### config.mk
export PLATFORM = sky130hd
export DESIGN_NAME = ahb_split_ctrl
export DESIGN_NICKNAME = d
export VERILOG_FILES = /design/src/rtl/ahb_split_ctrl.sv
export SDC_FILE = /design/constraint.sdc
export NUM_CORES = 1
export LEC_CHECK = 0
export BUFFER_PORTS_ARGS = -buffer_cell sky130_fd_sc_hd__buf_2
export CAP_MARGIN = 20
export CORE_MARGIN = 3
export CORE_UTILIZATION = 55
export CTS_BUF_LIST = sky130_fd_sc_hd__clkbuf_16
export DETAILED_ROUTE_END_ITERATION = 10
export HOLD_SLACK_MARGIN = 0.05
export PLACE_DENSITY = 0.75
export SLEW_MARGIN = 20
export SYNTH_ARGS = -nofsm -noshare
export SYNTH_HDL_FRONTEND = slang
export SYNTH_SLANG_ARGS = --single-unit
### constraint.sdc
create_clock -name HCLK -period 11.45 [get_ports HCLK]
set_input_delay 0.5725 -clock HCLK [delete_from_list [all_inputs] [get_ports HCLK]]
set_output_delay 0.5725 -clock HCLK [all_outputs]
set_load 0.005 [all_outputs]
### src/rtl/ahb_split_ctrl.sv
// ahb_split_ctrl
// Slave-side split controller for a slow shared AHB resource. For every
// accepted transfer it chooses one of three responses: complete it (OKAY),
// hold it with wait states (locked transfers only), or answer SPLIT. Split
// masters are collected in a pending mask. When the resource is free, they are
// released one at a time through HSPLIT in round-robin order. Each released
// master gets a reservation window of RESV_TIMEOUT cycles.
//
// Ports:
//   HCLK, HRST_N  clock; asynchronous active-low reset
//   HSEL, HTRANS, HREADY, HMASTER, HMASTLOCK  address-phase inputs
//   ResBusy       resource cannot accept a new transfer
//   HREADYOUT     slave ready (registered)
//   HRESP         OKAY 2'b00 / SPLIT 2'b11 (registered)
//   HSPLIT        one-hot split-release pulse to the arbiter (registered)
//   ResStart      one-cycle pulse when a transfer is handed to the resource
//   SplitPend     pending-split mask (status)
module ahb_split_ctrl #(
  parameter int unsigned RESV_TIMEOUT = 16
) (
  input  logic        HCLK,
  input  logic        HRST_N,
  input  logic        HSEL,
  input  logic [1:0]  HTRANS,
  input  logic        HREADY,
  input  logic [3:0]  HMASTER,
  input  logic        HMASTLOCK,
  input  logic        ResBusy,
  output logic        HREADYOUT,
  output logic [1:0]  HRESP,
  output logic [15:0] HSPLIT,
  output logic        ResStart,
  output logic [15:0] SplitPend
);

  typedef enum logic [1:0] {
    ST_IDLE   = 2'd0,
    ST_SPLIT1 = 2'd1,
    ST_SPLIT2 = 2'd2,
    ST_LWAIT  = 2'd3
  } state_t;

  localparam logic [7:0] RESV_LOAD = 8'(RESV_TIMEOUT);

  state_t      state_q, state_d;
  logic        reserved_q, reserved_d;
  logic [3:0]  resv_master_q, resv_master_d;
  logic [7:0]  resv_cnt_q, resv_cnt_d;
  logic [3:0]  last_rel_q, last_rel_d;
  logic [15:0] split_pend_d, hsplit_d;
  logic        hreadyout_d, res_start_d;
  logic [1:0]  hresp_d;
  logic        accept, do_split, do_lwait, do_okay, do_release;
  logic        rel_found;
  logic [3:0]  rel_idx, cand;

  // A new address phase is taken only while no data phase of ours is
  // stalling. In SPLIT1 and LWAIT, HREADY is low anyway.
  // The round-robin search starts one past the last released master.
  always_comb begin
    accept   = HSEL && HREADY && (HTRANS inside {2'b10, 2'b11}) &&
               (state_q == ST_IDLE || state_q == ST_SPLIT2);
    do_split = accept && !HMASTLOCK &&
               (ResBusy || (reserved_q && HMASTER != resv_master_q) || SplitPend[HMASTER]);
    do_lwait = accept && HMASTLOCK && ResBusy;
    do_okay  = accept && !do_split && !do_lwait;

    rel_found = 1'b0;
    rel_idx   = 4'd0;
    cand      = 4'd0;
    for (int i = 0; i < 16; i++) begin
      cand = last_rel_q + 4'(i + 1);
      if (!rel_found && SplitPend[cand]) begin
        rel_found = 1'b1;
        rel_idx   = cand;
      end
    end

    // A split decision in this cycle defers the release by one cycle.
    do_release = rel_found && !ResBusy && !reserved_q && !do_split &&
                 (state_q != ST_SPLIT1);
  end

  // Next-state, reservation and output logic. Outputs are computed from the
  // next state, so every output is a flop.
  always_comb begin
    state_d       = state_q;
    reserved_d    = reserved_q;
    resv_master_d = resv_master_q;
    resv_cnt_d    = resv_cnt_q;
    last_rel_d    = last_rel_q;
    split_pend_d  = SplitPend;
    hsplit_d      = 16'h0000;
    res_start_d   = 1'b0;

    case (state_q)
      ST_IDLE, ST_SPLIT2: begin
        if (do_split)      state_d = ST_SPLIT1;
        else if (do_lwait) state_d = ST_LWAIT;
        else               state_d = ST_IDLE;
      end
      ST_SPLIT1: state_d = ST_SPLIT2;
      ST_LWAIT: begin
        if (!ResBusy) begin
          state_d     = ST_IDLE;
          res_start_d = 1'b1;
        end
      end
      default: state_d = ST_IDLE;
    endcase

    if (do_okay) res_start_d = 1'b1;

    if (do_split) split_pend_d[HMASTER] = 1'b1;

    // A locked OKAY by the reserved master neither uses nor ends the
    // reservation. Only an unlocked OKAY ends it early.
    if (reserved_q) begin
      if (do_okay && !HMASTLOCK && HMASTER == resv_master_q) begin
        reserved_d = 1'b0;
        resv_cnt_d = 8'd0;
      end else if (resv_cnt_q <= 8'd1) begin
        reserved_d = 1'b0;
        resv_cnt_d = 8'd0;
      end else begin
        resv_cnt_d = resv_cnt_q - 8'd1;
      end
    end else if (do_release) begin
      hsplit_d[rel_idx]     = 1'b1;
      split_pend_d[rel_idx] = 1'b0;
      last_rel_d            = rel_idx;
      reserved_d            = 1'b1;
      resv_master_d         = rel_idx;
      resv_cnt_d            = RESV_LOAD;
    end

    hreadyout_d = !(state_d == ST_SPLIT1 || state_d == ST_LWAIT);
    hresp_d     = (state_d == ST_SPLIT1 || state_d == ST_SPLIT2) ? 2'b11 : 2'b00;
  end

  always_ff @(posedge HCLK or negedge HRST_N) begin
    if (!HRST_N) begin
      state_q       <= ST_IDLE;
      reserved_q    <= 1'b0;
      resv_master_q <= 4'd0;
      resv_cnt_q    <= 8'd0;
      last_rel_q    <= 4'hF;
      HREADYOUT     <= 1'b1;
      HRESP         <= 2'b00;
      HSPLIT        <= 16'h0000;
      ResStart      <= 1'b0;
      SplitPend     <= 16'h0000;
    end else begin
      state_q       <= state_d;
      reserved_q    <= reserved_d;
      resv_master_q <= resv_master_d;
      resv_cnt_q    <= resv_cnt_d;
      last_rel_q    <= last_rel_d;
      HREADYOUT     <= hreadyout_d;
      HRESP         <= hresp_d;
      HSPLIT        <= hsplit_d;
      ResStart      <= res_start_d;
      SplitPend     <= split_pend_d;
    end
  end

endmodule

* After elaboration in Yosys (flattened, before gate mapping)
Cells that the tools add are included.
** Operators by class
- Multiplexer cells :: 91
- Magnitude comparators :: 21
- Reduce and logical (&&, ||, !) cells :: 64
- Bitwise operators :: 4
- Eq/ne operators :: 11
- $add $sub $neg :: 16
** Operator list (count)
- $lt 4x5->1 const B :: 18
- $mux 16 :: 5
- $bmux 1 s4 :: 17
- $mux 4 :: 16
- $mux 1 :: 42
- $logic_and 1x1->1 :: 33
- $add 4x4->4 const B :: 8
- $mux 8 :: 4
- $logic_not 1->1 :: 21
- $add 4x3->4 const B :: 4
- $and 16x16->16 :: 1
- $not 16->16 :: 1
- $or 16x16->16 :: 1
- $eq 2x2->1 const B :: 6
- $add 4x2->4 const B :: 2
- $demux 1 s4 :: 2
- $ge 4x1->1 const B :: 2
- $le 8x1->1 const B :: 1
- $mux 2 :: 4
- $sub 8x1->8 const B :: 1
- $pmux 2 s3 :: 1
- $logic_or 1x1->1 :: 5
- $add 4x1->4 const B :: 1
- $eq 2x1->1 const B :: 2
- 8 further kinds :: 9
** Storage, ports and cells
- Register bits :: 55
- Bits of input ports :: 12
- Logic and storage cells :: 217
- Output and inout bits :: 36

* Depth between registers and ports, before layout
Gate-level depths: netlist of run 1.
- Word-level depth :: 57
- Mapped depth :: 17

* Worst setup path after synthesis of run 1
Ideal clock, no wire load.
- Kind :: register -> register
- Start :: reg last_rel_q[1]
- End :: reg SplitPend[6]
- Buffers on the path :: 3
- Required time :: 11314 ps
- Data arrival time :: 4394 ps
- Path slack :: 6920 ps
- Stages on the path, launching flop included :: 16
- Period minus slack after synthesis :: 4530 ps
- Path through :: dfstp_2 -> buf_1 -> inv_1 -> ha_1 -> buf_6 -> buf_6 -> mux2_4 -> mux4_2 -> mux2_2 -> nor4_4 -> and4_4 -> nand2_2 -> o32a_1 -> o2bb2ai_4 -> nor3b_4 -> a21oi_1
** Between the ends
- Longest elaborated chain between the ends :: 57
- Elaborated cells on any way between the ends :: 122
- Classes of those cells :: add/sub: 15; order compare: 2; mux: 68; bitwise: 2; reduce/logical: 35
** Ends and longest elaborated chain
- from (decl) :: line 49 : logic [3:0] last_rel_q, last_rel_d;
- from (signal assigned) :: line 158 : last_rel_q <= last_rel_d;
- $add 4x1->4 :: line 72 : cand = last_rel_q + 4'(i + 1);
- $bmux 1 s4 :: line 73 : if (!rel_found && SplitPend[cand]) begin
- $mux 1 (not written as such) :: line 73
- $mux 1 :: line 73
- $logic_not 1->1 :: line 73
- $logic_and 1x1->1 :: line 73
- $mux 1 :: line 73
- $logic_not 1->1 :: line 73
- [... 42 more ...]
- $logic_and 1x1->1 (not written as such) :: line 130 : split_pend_d[rel_idx] = 1'b0;
- $mux 1 (not written as such) :: line 130
- $demux 1 s4 :: line 130
- $not 16->16 (no source line)
- $and 16x16->16 (no source line)
- $mux 16 * :: line 128 : end else if (do_release) begin
- $mux 16 * :: line 118 : if (reserved_q) begin
- via split_pend_d[6] :: line 50 : logic [15:0] split_pend_d, hsplit_d;
- to (signal assigned) :: line 163 : SplitPend <= split_pend_d;
- to (decl) :: line 33 : output logic [15:0] SplitPend
Mark *: on every way through the listed nets, which the timed path passes. The rest lies on a longest branch. The select of a mux whose other input is x is not followed.
A chain may end at the register's enable or synchronous reset.

* Worst setup path after layout of run 1
- Start :: reg last_rel_q[1]
- End :: reg SplitPend[15]
Same word-level chain as after synthesis.

==> results.md, run 1 <==
| Parameter | This run |
|:---|:---|
| Crit. End Element | register |
| Antenna violations before repair | 0 |
| WL final | 13.1 mm |
| Gp weighted congestion | 0.979 |
| Post-Route Skew | 7.30 ps |
| Post-detailed-route via-to-cell ratio | 6.78 |
| Final number of setup-violating endpoints | 0 |
| Diode insertion count for antenna repair | 0 |
| Leading cell types in the layout, fill and taps excluded | a21oi_1, dfrtp_1, buf_2 |
| CTS-repair resized insts | 0 |
| Critical Path AT | 6130 ps |
| Overall die area | 9710 um2 |
| Peak fanout along the critical path | 25 |
| Average cell area after synthesis | 9.77 um2 |
| Number of buffers added by the clock tree synthesis step | 5 |
| Library cell appearing most often on the critical path | mux2i_1 |
| Worst relative slew slack | 0.398 |
| Ports | 48 |
| Largest incremental delay on the critical path | 990 ps |
| Critical Setup Path Class | register to register |
| Net count of the finished layout | 540 |
| Clock-pin slew of the registers on the worst-case setup and hold paths | 70 ps |
| Die extent in y | 98.5 um |
| Yosys warning total | 0 |
| Worst hold-check path type | primary input to async pin |
| Final period utilization | 0.522 |
| Global-route congestion overflow total | 0 |
| H-tree levels | 2 |
| TritonCTS clock tree | yes |
| Final Hold Viols | 0 |
| Period minus WS final | 5980 ps |
| Number of nets in the synthesized netlist | 504 |
| RSZ-0062 raised after global routing | false |
| Final-layout setup total negative slack | 0 ps |
| Count of nets left with antenna violations after detail routing | 0 |
| Vias | 4232 |
| Post-CTS Hold Buffers | 0 |
| Cell area after synthesis | 4710 um2 |
| Worst-case clock buffer depth | 2 |
| Commonest non-fill, non-tap cell in the layout | a21oi_1 |
| Number of standard cells after synthesis | 482 |
| Synth Flop Type | dfrtp_1 |
| Endpoint required time on the critical path | 11600 ps |
| Clock tree root buffer cell | clkbuf_16 |
| Core outline area | 8260 um2 |
| First drt pass iteration count | 5 |
| Result of the run | completed |
| Reg area | 1360 um2 |
| Die width | 98.5 um |
| Drt initial violations | 269 |
| R2R Path Start | last_rel_q[1]$_DFFE_PN1P_ |
| FP Rows | 33 |
| Area growth from synthesis to final layout | 8.71% |
| Count of clock tree sinks | 54 |
| Number of remaining DRC errors | 0 |
| Fmax | 167 MHz |
| Number of enable-type register cells in the synthesized netlist | 0 |
| Placement Setup Slack | 5650 ps |
| Number of port buffers | 46 |
| Proportion of layout cells with a drive suffix above 1 | 0.260 |
| Unique cell type count in the Yosys netlist | 75 |
| Crit path launch type | register |
| Synthesis-stage register bit count | 54 |
| FFs w/ async S/R, synth | 1.00 |
| Pins over their slew limit | 0 |
| Max-capacitance violation count | 0 |
| Slowest stage cell, crit path | ha_1 |
| Area of combinational cells with multiple inputs | 3200 um2 |
| Slew at the pin closest to its max-slew limit | 903 ps |
| Effective utilization at floorplan | 0.570 |
| Post-synthesis sequential area ratio | 0.288 |
| Total setup buffers inserted after CTS | 0 |
| Overall fraction of global-route tracks in use | 0.270 |
| Setup slack after layout | 5470 ps |
| Insertion delay of the later-clocked pin in the worst-skew pair | 290 ps |
| Total half-perimeter wirelength after legalization and detailed placement | 9.50 mm |
| Vias in the first global route | 4058 |
| Launching instance or port of the critical path | last_rel_q[1]$_DFFE_PN1P_ |
| Worst path cell trace | inv_1 -> ha_1 -> mux4_2 -> mux2i_1 -> mux2i_1 -> nor4_4 -> and4_4 -> nand2_2 -> o21ai_0 -> o211ai_1 -> nor2b_2 -> a21oi_1 |
| Pin count of the biggest net entering global routing | 55 |
| Number of filler instances in the final layout | 700 |
| Average wire per standard cell | 20.9 um |
| Final-layout worst hold slack | 382 ps |
| Wire length of the first global-routing pass | 21.2 mm |
## metal layers
| layer | GRT usage | routed length (um) | vias to the layer above |
|---|---|---|---|
| met5 | 0 | 0 | - |
| met4 | 0.0693 | 255 | 0 |
| met3 | 0.0410 | 993 | 23 |
| met2 | 0.466 | 6680 | 206 |
| met1 | 0.359 | 5140 | 2103 |
| li1 | - | - | 1900 |
## cells by family (layout without fill, tap and decap cells)
| group | count (synthesis) | in the layout | share of synthesized area |
|---|---|---|---|
| simple gates | 167 | 167 | 0.185 |
| compound gates | 132 | 132 | 0.182 |
| mux | 71 | 71 | 0.250 |
| flops | 54 | 54 | 0.288 |
| buf+inv | 30 | 67 | 0.0332 |
| xor+xnor | 18 | 18 | 0.0351 |
| fa+ha+maj | 10 | 10 | 0.0266 |
## Yosys cell counts, types with 3 or more instances
| library cell | number | area share |
|---|---|---|
| nor2b_1 | 6 | 0.0080 |
| mux2i_1 | 15 | 0.032 |
| ha_1 | 10 | 0.027 |
| buf_2 | 3 | 0.0032 |
| nor2_1 | 45 | 0.036 |
| nor4_1 | 3 | 0.0040 |
| a22o_1 | 3 | 0.0056 |
| buf_1 | 3 | 0.0024 |
| dfrtp_1 | 49 | 0.26 |
| a32oi_1 | 3 | 0.0056 |
| o211ai_1 | 4 | 0.0064 |
| mux2_2 | 19 | 0.045 |
| mux4_2 | 35 | 0.17 |
| clkbuf_1 | 6 | 0.0048 |
| dfstp_2 | 5 | 0.028 |
| o22ai_1 | 5 | 0.0066 |
| and3_1 | 3 | 0.0040 |
| nand3_1 | 10 | 0.011 |
| a31oi_1 | 10 | 0.013 |
| xnor2_1 | 10 | 0.019 |
| nand2b_1 | 6 | 0.0080 |
| nand2_1 | 35 | 0.028 |
| nor3_1 | 17 | 0.018 |
| a21oi_1 | 51 | 0.054 |
| xor2_1 | 7 | 0.013 |
| inv_1 | 11 | 0.0088 |
| o21ai_0 | 22 | 0.023 |
| nand3b_1 | 3 | 0.0048 |
| buf_6 | 4 | 0.0096 |
| and2_1 | 20 | 0.027 |
## final timing paths
check | cells past startpoint | slack [ps] | endpoint
max | 12 | 5470 | SplitPend[15]$_DFF_PN0_
min | 2 | 380 | HSPLIT[8]$_DFF_PN0_
max reg2reg | 12 | 5470 | SplitPend[15]$_DFF_PN0_
min reg2reg | 2 | 510 | resv_master_q[0]$_DFFE_PN0P_
max in group asynchronous | 2 | 10620 | HSPLIT[2]$_DFF_PN0_
min in group HCLK | 2 | 500 | ResStart$_DFF_PN0_
## through the flow
stage	std cells	util	instance area, um2
3_3_place_gp	616	0.602	4970
5_1_grt	624	0.620	5120
2_1_floorplan	482	-	4710
4_1_cts	624	0.620	5120
6_report	624	0.620	5120
3_5_place_dp	616	0.602	4970
## sequential cells by signal (all words and copies together), names as in the netlist
signal and cells:
HREADYOUT 1, HRESP 1, HSPLIT 16, ResStart 1, SplitPend 16, last_rel_q 4, reserved_q 1, resv_cnt_q 8
resv_master_q 4, state_q 2
## critical path: cells and delay by family (launching register included)
| kind | cells | cell delay [ps] |
|---|---|---|
| compound gates | 3 | 780 |
| fa+ha+maj | 1 | 990 |
| buf+inv | 1 | 370 |
| flops | 1 | 930 |
| simple gates | 4 | 1320 |
| mux | 3 | 1420 |
## final cells by class
| cell class | instances | area share |
|---|---|---|
| multi-input combinational | 398 | 0.624 |
| sequential | 54 | 0.265 |
| timing repair buffer | 47 | 0.0464 |
| tap | 105 | 0.0257 |
| clock buffer | 5 | 0.0244 |
| inverter | 12 | 0.00929 |
| clock inverter | 3 | 0.00489 |
Power of run 1 is left out: the tool's default activity adds up to more than one toggle a clock period on the data nets, which glitch-free logic cannot reach.
==> inputs of run 2 (changes only) <==
- PLACE_DENSITY: 0.75 -> 0.78
- clock period: 11.45 -> 5.3 ns (I/O delays scaled with it)
==> run 2 against run 1 <==
  * Final cell count up 0.96%
  * Clock skew rose by 0.64 ps
  * Cell area rose by 1.4%
  * Die area did not move
  * Non-clock buffer count up 6
  * Critical path depth unchanged
  * Maximum frequency up 24%
  * Utilization is 0.85 points higher
  * Via count up 1.4%
  * Register-to-register slack worse by 5000 ps
  * Critical endpoint unchanged
==> results.md, run 2 (same netlist as run 1, synthesis figures left out) <==
| Parameter | This run |
|:---|:---|
| Result of the run | completed |
| Worst relative slew slack | 0.440 |
| Crit. End Element | register |
| Worst path cell trace | inv_4 -> ha_2 -> mux4_2 -> mux2i_1 -> mux2i_1 -> nor4_4 -> and4_4 -> nand2_2 -> o21ai_0 -> o211ai_1 -> nor2b_2 -> a21oi_1 |
| Ports | 48 |
| Worst hold-check path type | primary input to async pin |
| Global-route congestion overflow total | 0 |
| WL final | 12.9 mm |
| Die extent in y | 98.5 um |
| Fmax | 207 MHz |
| Area growth from synthesis to final layout | 10.2% |
| Slowest stage cell, crit path | ha_2 |
| Critical Path AT | 4990 ps |
| FP Rows | 33 |
| Wire length of the first global-routing pass | 21.5 mm |
| Clock-pin slew of the registers on the worst-case setup and hold paths | 70 ps |
| Critical Setup Path Class | register to register |
| Max-capacitance violation count | 0 |
| Placement Setup Slack | 253 ps |
| Net count of the finished layout | 546 |
| Proportion of layout cells with a drive suffix above 1 | 0.270 |
| Capturing point of the worst reg2reg path | SplitPend[15]$_DFF_PN0_ |
| Effective utilization at floorplan | 0.570 |
| R2R setup slack | 470 ps |
| Post-Route Skew | 7.93 ps |
| Largest incremental delay on the critical path | 650 ps |
| TritonCTS clock tree | yes |
| Final standard cell utilization of the core | 0.628 |
| Clock tree root buffer cell | clkbuf_16 |
| Number of buffers added by the clock tree synthesis step | 5 |
| Cell count of the worst reg-to-reg path | 12 |
| Count of clock tree sinks | 54 |
| Number of port buffers | 46 |
| Final period utilization | 0.911 |
| Total setup buffers inserted after CTS | 0 |
| Standard cell area after detailed placement | 5010 um2 |
| Pin count of the biggest net entering global routing | 55 |
| Diode insertion count for antenna repair | 0 |
| Total half-perimeter wirelength after legalization and detailed placement | 9.47 mm |
| Vias in the first global route | 4233 |
| Slew at the pin closest to its max-slew limit | 833 ps |
| Overall die area | 9710 um2 |
| Pins over their slew limit | 0 |
| Insertion delay of the later-clocked pin in the worst-skew pair | 290 ps |
| Post-detailed-route via-to-cell ratio | 6.81 |
| Number of remaining DRC errors | 0 |
| Leading cell types in the layout, fill and taps excluded | a21oi_1, dfrtp_1, buf_2 |
| Worst-case clock buffer depth | 2 |
| First drt pass iteration count | 5 |
| Core outline area | 8260 um2 |
| RSZ-0062 raised after global routing | false |
| Registers with the highest flip-flop counts | HSPLIT x16, SplitPend x16, resv_cnt_q x8 |
| Count of nets left with antenna violations after detail routing | 0 |
| Vias | 4291 |
| Endpoint required time on the critical path | 5460 ps |
| Period minus WS final | 4830 ps |
| Commonest non-fill, non-tap cell in the layout | a21oi_1 |
| Number of filler instances in the final layout | 685 |
| Die width | 98.5 um |
| R2R Path Start | last_rel_q[0]$_DFFE_PN1P_ |
| Average wire per standard cell | 20.5 um |
| Drt initial violations | 406 |
| Final number of setup-violating endpoints | 0 |
| Gp weighted congestion | 1.01 |
| Final Hold Viols | 0 |
| Library cell appearing most often on the critical path | mux2i_1 |
| Final-layout setup total negative slack | 0 ps |
| H-tree levels | 2 |
| Final instance area | 5190 um2 |
| Antenna violations before repair | 0 |
| Crit path launch type | register |
| Overall fraction of global-route tracks in use | 0.273 |
| Setup slack after layout | 473 ps |
| Peak fanout along the critical path | 21 |
## run 2: routing by layer
layer / routed length [um] / track usage / vias up
met5: 0 / 0 / -
met4: 405 / 0.104 / 0
met3: 939 / 0.0425 / 34
met2: 6300 / 0.443 / 211
met1: 5290 / 0.371 / 2125
li1: - / - / 1921
## run 2: worst max path at each step
stage,from,endpoint,slack [ps],cells after the start
floorplan,last_rel_q[1]$_DFFE_PN1P_,SplitPend[6]$_DFF_PN0_,770,15
global placement,last_rel_q[0]$_DFFE_PN1P_,SplitPend[15]$_DFF_PN0_,440,12
detailed placement,last_rel_q[0]$_DFFE_PN1P_,SplitPend[15]$_DFF_PN0_,250,12
CTS,last_rel_q[0]$_DFFE_PN1P_,SplitPend[15]$_DFF_PN0_,240,12
global route,last_rel_q[0]$_DFFE_PN1P_,HSPLIT[3]$_DFF_PN0_,160,12
finish,last_rel_q[0]$_DFFE_PN1P_,SplitPend[15]$_DFF_PN0_,470,12
## run 2: through the flow
stage	std cells	hold slack, ps
6_report	630	78.8
5_1_grt	630	134
4_1_cts	630	108
3_5_place_dp	622	418
3_3_place_gp	622	411
2_1_floorplan	482	-30.6
## run 2: worst max-delay path, delay by kind of cell (launching register included)
kind,cells,cell delay (ps)
fa+ha+maj,1,650
simple gates,4,1320
compound gates,3,730
flops,1,560
buf+inv,1,80
mux,3,1340
## run 2: final cells by class
cell class                      count  area [um2]  area share
Clock buffer                        5         125      0.0241
Clock inverter                      3        47.5     0.00916
Inverter                           12        47.5     0.00916
Multi-Input combinational cell    398        3200       0.616
Sequential cell                    54        1360       0.262
Tap cell                          105         131      0.0253
Timing Repair Buffer               53         283      0.0545
## run 2: timing repair
item	in CTS	in global routing
setup endpoints to repair	0	27
hold buffers	0	0
gates resized for setup	0	1
Power of run 2 is left out for the same reason.
